[config.mk]
export PLATFORM = sky130hd
export DESIGN_NAME = alu
export DESIGN_NICKNAME = d
export VERILOG_FILES = /design/src/rtl/alu.sv
export SDC_FILE = /design/constraint.sdc
export NUM_CORES = 1
export LEC_CHECK = 0
export BUFFER_PORTS_ARGS = -buffer_cell sky130_fd_sc_hd__buf_2
export CAP_MARGIN = 20
export CORE_MARGIN = 2
export CORE_UTILIZATION = 50
export DETAILED_ROUTE_END_ITERATION = 10
export PLACE_DENSITY = 0.69
export SYNTH_ARGS = -nofsm -noshare
export SYNTH_HDL_FRONTEND = slang
export SYNTH_SLANG_ARGS = --single-unit
[constraint.sdc]
create_clock -name clk -period 10.9 [get_ports clk]
set_input_delay 0.545 -clock clk [delete_from_list [all_inputs] [get_ports clk]]
set_output_delay 0.545 -clock clk [all_outputs]
set_load 0.05 [all_outputs]
[src/rtl/alu.sv]
// alu: registered 32-bit integer ALU for the execute stage; one operation per clock, 1-cycle latency
module alu #(
    parameter int WIDTH = 32
) (
    input  logic             clk,
    input  logic             reset,
    input  logic [WIDTH-1:0] A,
    input  logic [WIDTH-1:0] B,
    input  logic [3:0]       Opin,
    output logic [WIDTH-1:0] result
);
    localparam int SW = $clog2(WIDTH);

    logic [SW-1:0]    shamt;
    logic [WIDTH-1:0] nxt;

    assign shamt = B[SW-1:0];

    // opcode decode; reserved and unknown opcodes fall through to zero so nothing latches
    always_comb begin
        nxt = '0;
        case (Opin)
            4'b0000: nxt = A + B;
            4'b0001: nxt = A - B;
            4'b0010: nxt = A & B;
            4'b0011: nxt = A | B;
            4'b0100: nxt = A ^ B;
            4'b0101: nxt = ~(A | B);
            4'b0110: nxt = {{(WIDTH-1){1'b0}}, $signed(A) < $signed(B)};
            4'b0111: nxt = {{(WIDTH-1){1'b0}}, A < B};
            4'b1000: nxt = A << shamt;
            4'b1001: nxt = A >> shamt;
            4'b1010: nxt = $unsigned($signed(A) >>> shamt);
            4'b1011: nxt = A;
            4'b1100: nxt = B;
            4'b1101: nxt = ~A;
            default: nxt = '0;
        endcase
    end

    // output register; reset wins over any operation
    always_ff @(posedge clk) begin
        if (reset) result <= '0;
        else       result <= nxt;
    end
endmodule

==> metrics.txt <==
outcome=completed; sw power=462 uW; fin crit period=between 4 and 5 ns; core area=20200 um^2; unrepaired setup endpoints after global routing=no; synthesized area=just over 10000 um^2; Ys Warns=0; HP Class=input pin to register; Worst Setup End Kind=register; kind of critical path=input pin to register; cts repair resizes=0; Worst Hold Path EP=result[10]; worst path arrival time=4.73 ns; first-pass GRT wire length=70300 um; cts hold-fix bufs=0; Ports=roughly 100; Core Util, Final=53.8%; vias in the first global route=11400; Starting Density=51.0%; # rows=52; Synth-to-Final Area Change=5.48%; Post CTS Setup Buffer Count=0; syn nets=between 1500 and 2000; setup TNS=0 ns; number of synthesized register bits=32; DRT Pass-1 Iters=9; die area=about 22000 um^2; share of post-route cells with drive strength above 1=approximately an eighth; Hold Violations, Final=0; relative max-transition margin=between 20 and 30%; DRC viols=0; Vias=12400; layout net count=1702; EDFF count, synth=0; Avg Vias per Cell=6.89; area leader, netlist=ha_1; Synth top area share=approximately an eighth; fillers=between 2000 and 2500; WHS Path Cells=3; sw frac=a little over half; GRT Resource Usage Total=42.2%; DP Wirelength=35900 um; max-capacitance violation count=0; Hold Crit Start=reset; CP Launch Type=input pin; GRT overflow=0; Leak=around 4.7 nW; Post-Syn Area per Cell=just under 7 um^2; Pins Over Slew Limit=0; Setup-failing EPs final=0; simple-gate share of the synthesized area=20.3%; Yosys cell types=89; register area share after synthesis=6.21%; Int Power=421 uW; pin count of the biggest net entering global routing=80; Sequential Power Share=15.0%; storage element area=roughly 640 um^2; max reg flops=32; cell area power density=just over 80 nW/um^2; cells after synthesis=1530; Worst-Margin Slew=1.05 ns; top cells by area, synth=ha_1 (12%), a21oi_1 (7.9%), nor2_1 (7.7%); WHS=between 0.6 and 0.7 ns; CP Max Fanout=75; CTS tree=yes; area of the multi-input gates=just under 9000 um^2; Antenna Nets Post-Route=0; ys flop type=dfxtp_1; overall power=883 uW; Max IR drop VDD=48.5 uV; async set-or-reset flop fraction in the synthesized netlist=0%; initial antenna violation count=0; total length of routed wires=47500 um; Post-Synth Adder-Cell Area=12.1%; Gate power share=65.6%; die width=148 um; largest family of logic cells by synthesized area=compound AO/OA/AOI/OAI gates; Clk network pwr share=between 10% and 20%; CTS buffer count=5; CTS root buf=clkbuf_16; Biggest register=result; global placer's final weighted congestion=1.04; Ant. Diodes=0; largest registers=result (32); Longest Clk Path Bufs=2; initial DRC count=1569; Tcrit/Tclk final=42.1%; xor/xnor share of the synthesized area=under 10%; H-Tree Depth=2; Compound-Gate Fraction of Synth Area=36.4%; post-synthesis mux area share=13.9%; Worst-path clk slew=0.07 ns; IO Port Bufs=101; Max Clock Freq=218 MHz; CP required=11.05 ns; mean routed wirelength per cell=26.3 um; Die Height=148 um; CTS Sinks=32
[worst max-delay path by stage]
stage	start	endpoint	slack, ns	cells past startpoint
final	B[2]	result[30]	6.32	14
after global routing	B[2]	result[30]	6.04	14
after CTS	B[2]	result[30]	6.46	14
after detailed placement	B[2]	result[30]	6.18	14
after global placement	B[2]	result[30]	6.24	14
after floorplan	B[2]	result[27]	6.99	15
[cell type report]
cell class	count	share of cell area [%]
repair buffers	122	6.09
multi-input cells	1270	79.9
well taps	270	3.10
inverters	102	3.52
clock inverters	2	0.322
flip-flops and latches	32	5.88
clock buffers	6	1.18
[layer usage]
metal / track usage, % / up-vias / wire length [um]
li1: - / 5646 / -
met1: 57.3 / 5733 / 18900
met2: 63.1 / 883 / 20000
met3: 6.79 / 161 / 5190
met4: 24.6 / 0 / 3460
met5: 0 / - / 0
[logic make-up (layout without fill, tap and decap cells)]
logic type	Yosys count	count (layout)
simple gates	480	480
flops	32	32
compound gates	561	561
buf+inv	228	232
mux	114	114
fa+ha+maj	99	99
xor+xnor	16	16
[power groups by stage]
| stage | logic [mW] | clock network (mW) | registers (mW) |
|---|---|---|---|
| floorplan | 0.355 | 0 | 0.177 |
| global placement | 0.557 | 0 | 0.135 |
| detailed placement | 0.557 | 0 | 0.135 |
| CTS | 0.560 | 0.170 | 0.132 |
| global route | 0.613 | 0.175 | 0.134 |
| finish | 0.579 | 0.171 | 0.133 |
[placed cells by master (no fill, tap or decap), drive strengths merged, types with 15 or more instances in the layout]
cell type and count:
nor2 214, a21oi 162, nand2 134, buf 122, o21ai 116, inv 101
ha 97, mux2i 73, nand3 33, dfxtp 32, a31oi 28, a211oi 27
nor3 26, a21o 22, o22ai 22, mux4 22, mux2 19, o31ai 17
a221oi 16, a221o 16, o211ai 15
[synthesized netlist by cell type (7+ instances only)]
cell      instances
o211ai_1         15
ha_1             97
and2_1           12
o221ai_1          7
a32oi_1           8
a21oi_1         162
nand3_1          33
a221oi_1         16
nor2b_1          13
nor2_1          213
a21o_1           22
a222oi_1         14
xnor2_1           9
dfxtp_1          32
mux2i_1          73
o21bai_1         14
o21ai_0         109
and3_1            8
a211oi_1         26
a221o_1          15
a22oi_1           7
mux2_2           18
o31ai_1          15
inv_1            99
buf_1            17
o22ai_1          22
a31oi_1          28
clkbuf_1         65
mux4_2           22
nand2_1         134
nor3_1           25
nand2b_1          8
buf_6             7
nand4_1          10
buf_2            26
xor2_1            7
[through the flow]
step                instance area (um^2)  setup slack (ns)  cells
finish                             10900              6.32   1804
global route                       10900              6.04   1804
CTS                                10900              6.46   1804
detailed placement                 10700              6.18   1796
global placement                   10700              6.24   1796
floorplan                          10300              6.99   1530
[worst max-delay path, cell delays in order]
cell	delay (ns)
buf_2	0.08
buf_4	0.55
inv_2	0.51
ha_1	0.60
and2b_1	0.20
o211ai_1	0.12
a31oi_1	0.36
o21ai_1	0.25
o311ai_2	0.42
nand2_1	0.20
o31a_1	0.39
a32oi_1	0.26
xnor2_1	0.14
o22ai_1	0.09
No activity file was read; power rests on OpenSTA's default activity.
